## config.mk

```make
export PLATFORM = sky130hd
export DESIGN_NAME = ad7928_spi_responder
export DESIGN_NICKNAME = d
export VERILOG_FILES = /design/src/rtl/ad7928_pkg.sv /design/src/rtl/ad7928_spi_responder_spi_pin_sync.sv /design/src/rtl/ad7928_spi_responder.sv
export SDC_FILE = /design/constraint.sdc
export NUM_CORES = 1
export LEC_CHECK = 0
export CORE_MARGIN = 4
export CORE_UTILIZATION = 46
export CTS_CLUSTER_SIZE = 28
export DETAILED_ROUTE_END_ITERATION = 7
export HOLD_SLACK_MARGIN = 0.12
export PLACE_DENSITY = 0.85
export SLEW_MARGIN = 20
export SYNTH_ARGS = -nofsm -noshare
export SYNTH_HDL_FRONTEND = slang
export SYNTH_SLANG_ARGS = --single-unit
```

## constraint.sdc

```tcl
create_clock -name CLK -period 2 [get_ports CLK]
set_input_delay 0.4 -clock CLK [delete_from_list [all_inputs] [get_ports CLK]]
set_output_delay 0.4 -clock CLK [all_outputs]
set_load 0.01 [all_outputs]
```

## src/rtl/ad7928_pkg.sv

```systemverilog
// rtl/ad7928_pkg.sv - frame layout and FSM encoding shared by the ad7928 master and responder
package ad7928_pkg;

  localparam int FRAME_LEN    = 16;
  localparam int CTRL_WRITE   = 15;
  localparam int CTRL_ADDR_HI = 12;
  localparam int CTRL_ADDR_LO = 10;
  localparam int CTRL_CODING  = 4;

  typedef enum logic [1:0] {
    IDLE,
    SHIFT,
    WAIT_CS
  } state_t;

endpackage

```

## src/rtl/ad7928_spi_responder_spi_pin_sync.sv

```systemverilog
// rtl/ad7928_spi_responder_spi_pin_sync.sv - pin synchroniser with one-cycle rise/fall pulses
module spi_pin_sync #(
  parameter int   STAGES  = 2,
  parameter logic RST_VAL = 1'b0
) (
  input  logic clk,
  input  logic rst,
  input  logic pin,
  output logic level,
  output logic rise,
  output logic fall
);

  logic [STAGES-1:0] sync_q, sync_d;
  logic              prev_q, prev_d;

  always_comb begin
    sync_d = (sync_q << 1) | STAGES'(pin);
    prev_d = sync_q[STAGES-1];
  end

  // Reset to the pin's idle level so leaving reset never fakes an edge.
  always_ff @(posedge clk or posedge rst) begin
    if (rst) begin
      sync_q <= {STAGES{RST_VAL}};
      prev_q <= RST_VAL;
    end else begin
      sync_q <= sync_d;
      prev_q <= prev_d;
    end
  end

  assign level = sync_q[STAGES-1];
  assign rise  = level & ~prev_q;
  assign fall  = ~level & prev_q;

endmodule

```

## src/rtl/ad7928_spi_responder.sv

```systemverilog
// rtl/ad7928_spi_responder.sv - AD7928 ADC serial-interface emulator (SPI slave, oversampled pins)
// AD7928_RAMP_GEN_EN replaces ch_data with per-channel free-running ramp counters.
module ad7928_spi_responder
  import ad7928_pkg::*;
#(
  parameter int DATA_WIDTH  = 12,
  parameter int NUM_CH      = 8,
  parameter int ADDR_WIDTH  = 3,
  parameter int SYNC_STAGES = 2
) (
  input  logic                                CLK,
  input  logic                                rst,
  input  logic                                sclk,
  input  logic                                cs_n,
  input  logic                                din,
  output logic                                dout,
  output logic                                dout_oe,
  input  logic [NUM_CH-1:0][DATA_WIDTH-1:0]   ch_data,
  output logic [ADDR_WIDTH-1:0]               cfg_addr,
  output logic                                cfg_coding,
  output logic                                frame_done
);

  localparam int FW    = 1 + ADDR_WIDTH + DATA_WIDTH;
  localparam int CNT_W = $clog2(FRAME_LEN + 1);

  logic sclk_lvl, sclk_rise, sclk_fall;
  logic cs_lvl, cs_rise, cs_fall;
  logic din_lvl, din_rise, din_fall;

  spi_pin_sync #(.STAGES(SYNC_STAGES), .RST_VAL(1'b1)) u_sync_sclk (
    .clk(CLK), .rst(rst), .pin(sclk), .level(sclk_lvl), .rise(sclk_rise), .fall(sclk_fall)
  );

  spi_pin_sync #(.STAGES(SYNC_STAGES), .RST_VAL(1'b1)) u_sync_cs (
    .clk(CLK), .rst(rst), .pin(cs_n), .level(cs_lvl), .rise(cs_rise), .fall(cs_fall)
  );

  spi_pin_sync #(.STAGES(SYNC_STAGES), .RST_VAL(1'b0)) u_sync_din (
    .clk(CLK), .rst(rst), .pin(din), .level(din_lvl), .rise(din_rise), .fall(din_fall)
  );

  logic unused_edges;
  assign unused_edges = ^{sclk_lvl, sclk_rise, cs_lvl, din_rise, din_fall};

  state_t                 state_q, state_d;
  logic [CNT_W-1:0]       cnt_q, cnt_d;
  logic [FW-2:0]          frame_q, frame_d;
  logic [FRAME_LEN-1:0]   ctrl_q, ctrl_d;
  logic                   dout_q, dout_d;
  logic                   dout_oe_q, dout_oe_d;
  logic [ADDR_WIDTH-1:0]  cfg_addr_q, cfg_addr_d;
  logic                   cfg_coding_q, cfg_coding_d;
  logic                   frame_done_q, frame_done_d;
  logic                   frame_start;
  logic [DATA_WIDTH-1:0]  sample;
  logic [DATA_WIDTH-1:0]  coded;

`ifdef AD7928_RAMP_GEN_EN
  logic [NUM_CH-1:0][DATA_WIDTH-1:0] ramp_q, ramp_d;
  logic [ADDR_WIDTH-1:0]             sel_q, sel_d;
  logic                              unused_ch;

  assign unused_ch = ^ch_data;
  assign sample    = ramp_q[cfg_addr_q];

  // sel_q remembers which channel the current frame returns, so the bump lands on it
  // even if this same frame rewrites cfg_addr.
  always_comb begin
    ramp_d = ramp_q;
    sel_d  = sel_q;
    if (frame_start) sel_d = cfg_addr_q;
    if (frame_done_d) ramp_d[sel_q] = ramp_q[sel_q] + DATA_WIDTH'(1);
  end

  always_ff @(posedge CLK or posedge rst) begin
    if (rst) begin
      for (int i = 0; i < NUM_CH; i++) ramp_q[i] <= DATA_WIDTH'(i) << 8;
      sel_q <= '0;
    end else begin
      ramp_q <= ramp_d;
      sel_q  <= sel_d;
    end
  end
`else
  assign sample = ch_data[cfg_addr_q];
`endif

  // Two's-complement view of a straight-binary value is just the MSB flipped.
  always_comb begin
    coded                 = sample;
    coded[DATA_WIDTH-1]   = sample[DATA_WIDTH-1] ^ ~cfg_coding_q;
  end

  always_comb begin
    state_d      = state_q;
    cnt_d        = cnt_q;
    frame_d      = frame_q;
    ctrl_d       = ctrl_q;
    dout_d       = dout_q;
    dout_oe_d    = dout_oe_q;
    cfg_addr_d   = cfg_addr_q;
    cfg_coding_d = cfg_coding_q;
    frame_done_d = 1'b0;
    frame_start  = 1'b0;

    unique case (state_q)
      IDLE: begin
        if (cs_fall) begin
          frame_start = 1'b1;
          frame_d     = {cfg_addr_q, coded};
          dout_d      = 1'b0;
          dout_oe_d   = 1'b1;
          cnt_d       = '0;
          state_d     = SHIFT;
        end
      end

      SHIFT: begin
        // cs_n rising wins over a coincident sclk fall: the frame is dropped uncommitted.
        if (cs_rise) begin
          state_d   = IDLE;
          dout_d    = 1'b0;
          dout_oe_d = 1'b0;
          cnt_d     = '0;
        end else if (sclk_fall) begin
          ctrl_d  = {ctrl_q[FRAME_LEN-2:0], din_lvl};
          cnt_d   = cnt_q + CNT_W'(1);
          frame_d = {frame_q[FW-3:0], 1'b0};
          if (cnt_q == CNT_W'(FRAME_LEN - 1)) state_d = WAIT_CS;
          else                                dout_d  = frame_q[FW-2];
        end
      end

      WAIT_CS: begin
        if (cs_rise) begin
          state_d      = IDLE;
          dout_d       = 1'b0;
          dout_oe_d    = 1'b0;
          cnt_d        = '0;
          frame_done_d = 1'b1;
          if (ctrl_q[CTRL_WRITE]) begin
            cfg_addr_d   = ADDR_WIDTH'(ctrl_q[CTRL_ADDR_HI:CTRL_ADDR_LO]);
            cfg_coding_d = ctrl_q[CTRL_CODING];
          end
        end
      end

      default: state_d = IDLE;
    endcase
  end

  always_ff @(posedge CLK or posedge rst) begin
    if (rst) begin
      state_q      <= IDLE;
      cnt_q        <= '0;
      frame_q      <= '0;
      ctrl_q       <= '0;
      dout_q       <= 1'b0;
      dout_oe_q    <= 1'b0;
      cfg_addr_q   <= '0;
      cfg_coding_q <= 1'b1;
      frame_done_q <= 1'b0;
    end else begin
      state_q      <= state_d;
      cnt_q        <= cnt_d;
      frame_q      <= frame_d;
      ctrl_q       <= ctrl_d;
      dout_q       <= dout_d;
      dout_oe_q    <= dout_oe_d;
      cfg_addr_q   <= cfg_addr_d;
      cfg_coding_q <= cfg_coding_d;
      frame_done_q <= frame_done_d;
    end
  end

  assign dout       = dout_q;
  assign dout_oe    = dout_oe_q;
  assign cfg_addr   = cfg_addr_q;
  assign cfg_coding = cfg_coding_q;
  assign frame_done = frame_done_q;

endmodule

```

==> results.toml, run 1 <==
[run_status]
outcome = "complete, no violations"

[floorplanning]
die_y_um = 90.3
io_pins = 108
rows = 29
start_util_pct = 48.2
die_area_um2 = 8150
core_area_um2 = 6460
die_width_um = 90.3

[layout]
area_delta_synth_final_pct = 43.5
final_common_cell = "clkdlybuf4s50_1"
final_cell_mix = "107 x clkdlybuf4s50_1, 46 x dfrtp_1, 33 x mux2_2"
layout.nets = 449
finalInstanceArea_um2 = 4470
instances_no_fill = 420
diodes = 0
nFillCells = 474
drive_gt1_share_pct = 26.5

[timing]
rsz0062_at_grt = "no"
fin_worst_skew_ps = 10.3
worstMarginPinSlew_ps = 381
hold_viol = 0
min_period_ps = 1960
fmax_mhz = 510
setup-tns-final_ps = 0
post-route-period-util_pct = 98.0
setup_violations = 0
maxSlewHeadroom_pct = 74.6
setup_ws_ps = 40.6
final_max_slew_viol_count = 0

[power]
intPower_mw = 2.35
p_comb_share_pct = 37.5
ir_worst_vdd_mv = 0.767
power.leakage_nw = 1.82
seq_power_share_pct = 43.6
power.total_mw = 3.44
p_sw_mw = 1.08
sw_frac_of_total_pct = 31.5
p_per_area_nw_per_um2 = 770
clockPowerShare_pct = 18.9

[critical_path]
cp_max_fo = 13
cp.arrival_ps = 1560
r2r_end = "frame_q[13]"
endpoint_kind = "primary output"
cp-start-kind = "flip-flop"
timing.rr.start = "state_q[0]"
rr_worst_depth = 5
critPathKind = "reg2out"
reg2reg_setup_slack_ps = 130
timing.critical_path.required_ps = 1600

[logic_synthesis]
yosysUniqueCellTypes = 42
synth_fp_nets = 333
yosysSeqAreaShare_pct = 42.9
synth_top_area_share_pct = 37.0
syn_avg_cell_area_um2 = 13.8
syn-cell-area_um2 = 3110
yosysWarnings = 0
synth_edf_count = 0
ys.flop_type = "dfrtp_1"
ys_top_cells_by_area = "dfrtp_1 37%, mux4_2 14%, mux2_2 12%"
synthArstFlopShare_pct = 100
synth_seq_cells = 53
syn_inst = 226
yosysTopAreaCell = "dfrtp_1"

[grt]
met2_usage_pct = 33.0
grt_pass1_wl_um = 12200
grt.total_usage_pct = 18.5
grt_use_met1_pct = 22.7
grt_max_degree = 27
met3_usage_pct = 3.33
antenna_found_initial = 0
grt-busiest-layer = "met2"
grt_pass1_vias = 2525
overflow = 0

[routing]
ant_nets = 0
drt-total-wl_um = 7410
vias = 2350
first_pass_iters = 4
post_drt_wl_per_cell_um = 17.7
viasPerCell = 5.60
first_iter_violations = 131
drc = 0

[clock_network]
htreeDepth = 2
cts_resized = 0
root_buffer = "clkbuf_8"
cts_setup_buffers = 0
cts_tree = "yes"
clock_latency_ps = 320
clock-sinks = 53
cts_buffer_depth = 2
cts_made_buffers = 5
path_clk_slew_ps = 110
ctsHoldBuffers = 0

[run]
max-cap-violations = 0

[placement]
dpl_cell_area_um2 = 4340
gp_congestion = 0.858
hpwl_um = 5850
portBuffers = 107
post-place-cells = 411
dp_slack_ps = 72.9

[min_path]
whs_path_depth = 0
hold_class = "reg2reg"
hp-start = "u_sync_sclk.sync_q[0]"
worstHoldEndpoint = "u_sync_sclk.sync_q[1]"
==> layout make-up <==
class,instances,area (µm²),share of cell area [%]
repair buffers,126,1260,28.1
flip-flops and latches,53,1340,29.9
well taps,77,96.3,2.16
multi-input cells,147,1640,36.8
clock buffers,5,68.8,1.54
inverters,9,33.8,0.756
clock inverters,3,33.8,0.756
==> power groups by stage <==
stage	combinational, mW	sequential [mW]	clock, mW
floorplan	0.819	1.47	0
global placement	1.25	1.51	0
detailed placement	1.29	1.52	0
CTS	1.29	1.50	0.662
global route	1.41	1.54	0.704
finish	1.29	1.50	0.649
==> per-stage QoR <==
step / hold slack [ps] / util (%)
2_1_floorplan: 331 / -
3_3_place_gp: 339 / 67.2
3_5_place_dp: 336 / 67.2
4_1_cts: 364 / 68.8
5_1_grt: 368 / 69.2
6_report: 364 / 69.2
==> state kept, by name (all words and copies together) (netlist names), 2 cells and up <==
| name | count |
|---|---|
| ctrl_q | 16 |
| state_q | 2 |
| u_sync_sclk.sync_q | 2 |
| u_sync_cs.sync_q | 2 |
| cfg_addr | 3 |
| frame_q | 15 |
| u_sync_din.sync_q | 2 |
| cnt_q | 5 |
==> layer usage <==
metal | routed length (µm) | vias to the layer above
met3 | 306 | 12
li1 | - | 1103
met5 | 0 | -
met2 | 4130 | 62
met1 | 2840 | 1173
met4 | 135 | 0
==> how the worst max path moves through the flow <==
stage | startpoint | end
after global placement | ch_data[68] | frame_q[8]
after CTS | cfg_addr[0] | cfg_addr[0]
after detailed placement | ch_data[68] | frame_q[8]
after floorplan | state_q[0] | frame_q[12]
final | cfg_addr[0] | cfg_addr[0]
after global routing | cfg_addr[1] | cfg_addr[1]
==> critical path: stages (launching register included) <==
cell and delay, ps:
dfrtp_1 480, buf_12 190, clkdlybuf4s50_1 560
==> cell usage after synthesis (2+ instances only) <==
cell,count
buf_2,5
mux4_1,5
ha_1,6
mux2_1,5
nand2_1,4
mux4_2,19
o211ai_1,12
o21ai_1,10
nor2_1,2
mux2i_1,14
and2_1,2
nor2b_1,2
dfrtp_1,46
a21oi_1,2
dfstp_2,7
mux2_2,33
nand2b_1,6
a221o_1,2
inv_1,9
o2bb2ai_1,4
nand3_1,2
buf_6,2
clkbuf_1,8
==> cells by family (layout without fill, tap and decap cells) <==
kind of cell,count (synthesis),count (layout),share of synthesized area (%)
adder cells (fa/ha/maj),7,7,2.73
AO/OA/AOI/OAI,39,39,9.12
XOR/XNOR,1,1,0.281
buffers and inverters,26,143,4.34
flip-flops,53,53,42.9
AND/OR/NAND/NOR,24,24,4.46
multiplexers,76,76,36.2
No activity file was read; power rests on OpenSTA's default activity.
==> inputs of run 2 (changes only) <==
- CORE_UTILIZATION: 46 -> 49
- PLACE_DENSITY: 0.85 -> 0.9
- clock period: 2 -> 2.5 ns (I/O delays scaled with it)
==> run 2 against run 1 <==
Worst setup slack improved by 480 ps. Power down 21%. Largest power group unchanged. Critical path depth down 1. Sequential power decreased by 20%. Die area is 5.6% lower. Design area down 2.4%. First-iteration DRC count fell by 3.1%. Sequential share of layout area is 0.72 points higher. Via count fell by 0.30%. Flip-flop and latch count did not move. Non-clock buffer count fell by 8. Register-to-register slack better by 450 ps.
==> results.toml, run 2 (synthesis gave the netlist of run 1 again) <==
[critical_path]
crit_buf_inv = 1
crit_family = "buffers and inverters"
path_cells = "clkdlybuf4s50_1"
cp-start-kind = "flip-flop"
critPathSlowestCell = "clkdlybuf4s50_1"
cp_max_fo = 9
timing.critical_path.required_ps = 2000
critPathKind = "reg2out"
reg2reg_setup_slack_ps = 580
cp.arrival_ps = 1480
endpoint_kind = "primary output"
cpPeakStageDelay_ps = 610

[timing]
hold_viol = 0
setup_ws_ps = 521
maxSlewHeadroom_pct = 58.5
min_period_ps = 1980
worstMarginPinSlew_ps = 623
fin_worst_skew_ps = 7.04
setup-tns-final_ps = 0
fmax_mhz = 505
post-route-period-util_pct = 79.2
rsz0062_at_grt = "no"
setup_violations = 0
final_max_slew_viol_count = 0

[clock_network]
cts_resized = 0
ctsHoldBuffers = 0
cts_tree = "yes"
htreeDepth = 2
cts_setup_buffers = 0
cts_made_buffers = 5
cts_buffer_depth = 2
path_clk_slew_ps = 100
root_buffer = "clkbuf_8"
clock-sinks = 53
clock_latency_ps = 310

[routing]
first_pass_iters = 4
drc = 0
post_drt_wl_per_cell_um = 18.3
first_iter_violations = 127
vias = 2343
viasPerCell = 5.71
ant_nets = 0
drt-total-wl_um = 7520

[layout]
drive_gt1_share_pct = 24.8
final_common_cell = "clkdlybuf4s50_1"
diodes = 0
regMostFlops = "ctrl_q"
largestRegisters = "ctrl_q x16, frame_q x15, cnt_q x5"
finalInstanceArea_um2 = 4360
largest_reg_flops = 16
area_delta_synth_final_pct = 40.1
layout.nets = 441
final_cell_mix = "107 x clkdlybuf4s50_1, 46 x dfrtp_1, 33 x mux2_2"

[floorplanning]
start_util_pct = 51.4
die_area_um2 = 7690
core_area_um2 = 6060
rows = 28
die_width_um = 87.7
io_pins = 108
die_y_um = 87.7

[placement]
dpl_cell_area_um2 = 4260
dp_slack_ps = 440
hpwl_um = 6000
gp_congestion = 0.801
portBuffers = 107

[grt]
antenna_found_initial = 0
grt_max_degree = 54
grt_pass1_wl_um = 12800
overflow = 0
grt.total_usage_pct = 21.5
grt_pass1_vias = 2709

[run]
max-cap-violations = 0

[power]
power.leakage_nw = 1.77
p_per_area_nw_per_um2 = 620
ir_worst_vdd_mv = 0.513

[run_status]
outcome = "complete, no violations"

[min_path]
hold_class = "reg2reg"
==> run 2: cell type report <==
cell class | count | area, µm²
multi-input combinational | 147 | 1640
timing repair buffer | 118 | 1150
clock inverter | 3 | 33.8
sequential | 53 | 1340
inverter | 9 | 33.8
fill | 410 | 1700
tap | 75 | 93.8
clock buffer | 5 | 68.8
==> run 2: final timing paths <==
kind | from | endpoint | depth (start not counted)
max | cfg_addr[2] | cfg_addr[2] | 1
min | u_sync_din.sync_q[0] | u_sync_din.sync_q[1] | 0
max reg2reg | state_q[1] | frame_q[0] | 7
min reg2reg | u_sync_din.sync_q[0] | u_sync_din.sync_q[1] | 0
max in group asynchronous | rst | cnt_q[0] | 3
min in group asynchronous | rst | u_sync_din.sync_q[1] | 3
==> run 2: power by group <==
part | leakage [nW] | total, mW | switching (mW) | internal [mW]
clock network | 0.0511 | 0.510 | 0.301 | 0.209
logic | 1.04 | 0.989 | 0.433 | 0.556
registers | 0.676 | 1.20 | 0.134 | 1.07
total | 1.77 | 2.70 | 0.867 | 1.84
==> run 2: stage by stage <==
stage	hold slack (ps)	utilization (%)	instances	power [mW]
3_5_place_dp	337	70.3	402	2.21
3_3_place_gp	332	70.3	402	2.15
4_1_cts	362	72.0	410	2.73
6_report	359	72.0	410	2.70
5_1_grt	370	72.0	410	2.88
2_1_floorplan	331	-	226	1.83
==> run 2: layer usage <==
metal / share of wire, % / vias to the layer above / GRT usage [%] / wire length (µm)
li1: - / 1083 / - / -
met1: 37 / 1191 / 24.7 / 2810
met2: 57 / 55 / 40.3 / 4260
met3: 4.3 / 14 / 4.99 / 327
met4: 1.6 / 0 / 5.16 / 124
met5: 0 / - / 0 / 0
==> inputs of run 3 (changes only) <==
- CORE_UTILIZATION: 49 -> 41
- PLACE_DENSITY: 0.9 -> 0.81
- clock period: 2.5 -> 1.65 ns (I/O delays scaled with it)
==> run 3 against run 2 <==
The run now ends with negative setup slack left. First-iteration DRC count down 50%. Core utilization down 6.3 points. Register-to-register slack got worse by 710 ps. Largest power group is now combinational cells. Highest routed layer unchanged.
==> results.toml, run 3 (synthesis gave the netlist of run 1 again) <==
[run_status]
outcome = "finished with violations"
violations = "negative setup slack"

[floorplanning]
start_util_pct = 42.5
die_width_um = 95.2
io_pins = 108
core_area_um2 = 7330
rows = 31
die_y_um = 95.2
die_area_um2 = 9050

[placement]
post-place-cells = 443
dp_slack_ps = -225
hpwl_um = 5960
gp_congestion = 0.853
portBuffers = 107

[clock_network]
htreeDepth = 2
root_buffer = "clkbuf_8"
cts_made_buffers = 5
cts_buffer_depth = 2
clock-sinks = 53
path_clk_slew_ps = 100
cts_tree = "yes"
clock_latency_ps = 310

[routing]
ant_nets = 0
drc = 0
viasPerCell = 5.27
vias = 2412
first_pass_iters = 4
post_drt_wl_per_cell_um = 17.1
drt-total-wl_um = 7850
first_iter_violations = 63

[power]
seq_power_share_pct = 40.6
sw_frac_of_total_pct = 31.3
power.leakage_nw = 1.99
p_sw_mw = 1.41
p_per_area_nw_per_um2 = 934
power.total_mw = 4.50
clockPowerShare_pct = 17.4
ir_worst_vdd_mv = 0.641
intPower_mw = 3.09
p_comb_share_pct = 42.0

[layout]
regMostFlops = "ctrl_q"
finalCoreUtilization_pct = 65.6
final_common_cell = "clkdlybuf4s50_1"
diodes = 0
largest_reg_flops = 16
drive_gt1_share_pct = 37.3
final_cell_mix = "104 x clkdlybuf4s50_1, 44 x dfrtp_1, 23 x mux4_2, 23 x mux2_2, 23 x buf_4"
layout.nets = 465
area_delta_synth_final_pct = 54.5
largestRegisters = "ctrl_q x16, frame_q x15, cnt_q x5"
instances_no_fill = 458

[critical_path]
cp.arrival_ps = 1990
endpoint_kind = "flip-flop"
critPathKind = "reg2reg"
cp-start-kind = "flip-flop"
reg2reg_setup_slack_ps = -130
cp_max_fo = 5
timing.critical_path.required_ps = 1860

[grt]
grt_max_degree = 54
grt_pass1_vias = 2726
overflow = 0
antenna_found_initial = 0
grt_pass1_wl_um = 12700
grt.total_usage_pct = 18.2

[timing]
final_max_slew_viol_count = 0
post-route-period-util_pct = 108
setup_ws_ps = -133
rsz0062_at_grt = "yes"
min_period_ps = 1780
fmax_mhz = 561
setup-tns-final_ps = -955
setup_violations = 19
fin_worst_skew_ps = 7.22
maxSlewHeadroom_pct = 81.0
hold_viol = 0
worstMarginPinSlew_ps = 286

[run]
max-cap-violations = 0

[min_path]
hold_class = "reg2reg"
-- run 3: power by group through the flow --
| stage | sequential (mW) | clock [mW] | combinational [mW] |
|---|---|---|---|
| after floorplan | 1.79 | 0 | 1.09 |
| after global routing | 1.87 | 0.848 | 2.06 |
| after global placement | 1.82 | 0 | 1.71 |
| final | 1.83 | 0.782 | 1.89 |
| after CTS | 1.83 | 0.797 | 1.84 |
| after detailed placement | 1.84 | 0 | 1.76 |
-- run 3: final cells by class --
| cell class | count | area (µm²) |
|---|---|---|
| flip-flops and latches | 53 | 1340 |
| fillers | 515 | 2520 |
| well taps | 99 | 124 |
| multi-input cells | 147 | 1780 |
| clock buffers | 5 | 68.8 |
| inverters | 9 | 33.8 |
| repair buffers | 142 | 1430 |
| clock inverters | 3 | 33.8 |
-- run 3: worst paths after layout --
kind | from | depth (start not counted) | endpoint
worst max-delay path | cfg_addr[0] | 6 | frame_q[4]
worst min-delay path | u_sync_din.sync_q[0] | 0 | u_sync_din.sync_q[1]
worst max register to register | cfg_addr[0] | 6 | frame_q[4]
worst min register to register | u_sync_din.sync_q[0] | 0 | u_sync_din.sync_q[1]
max in group asynchronous | rst | 3 | u_sync_sclk.sync_q[1]
min in group asynchronous | rst | 3 | ctrl_q[2]
-- run 3: stage by stage --
stage	hold WS, ps	cell area, µm²
after CTS	361	4790
final	359	4810
after floorplan	331	3210
after detailed placement	336	4530
after global placement	335	4530
after global routing	373	4810
-- run 3: per-layer routing --
metal / track usage (%) / routed length (µm)
met2: 34.3 / 4380
met1: 21.0 / 3080
met5: 0 / 0
met4: 4.69 / 106
met3: 3.24 / 282
-- run 3: what timing repair did --
item,in CTS,in global routing
endpoints found under the setup margin,31,29
pin swaps,9,7
hold buffers,0,0
buffers inserted,4,2
gates resized for setup,26,12
cloned,2,0
-- run 3: worst max-delay path, stage by stage (launching register included) --
cell and delay (ps):
dfrtp_2 440, buf_12 130, buf_8 120, mux4_2 490, mux2_4 280, mux2i_1 130, o21ai_1 90
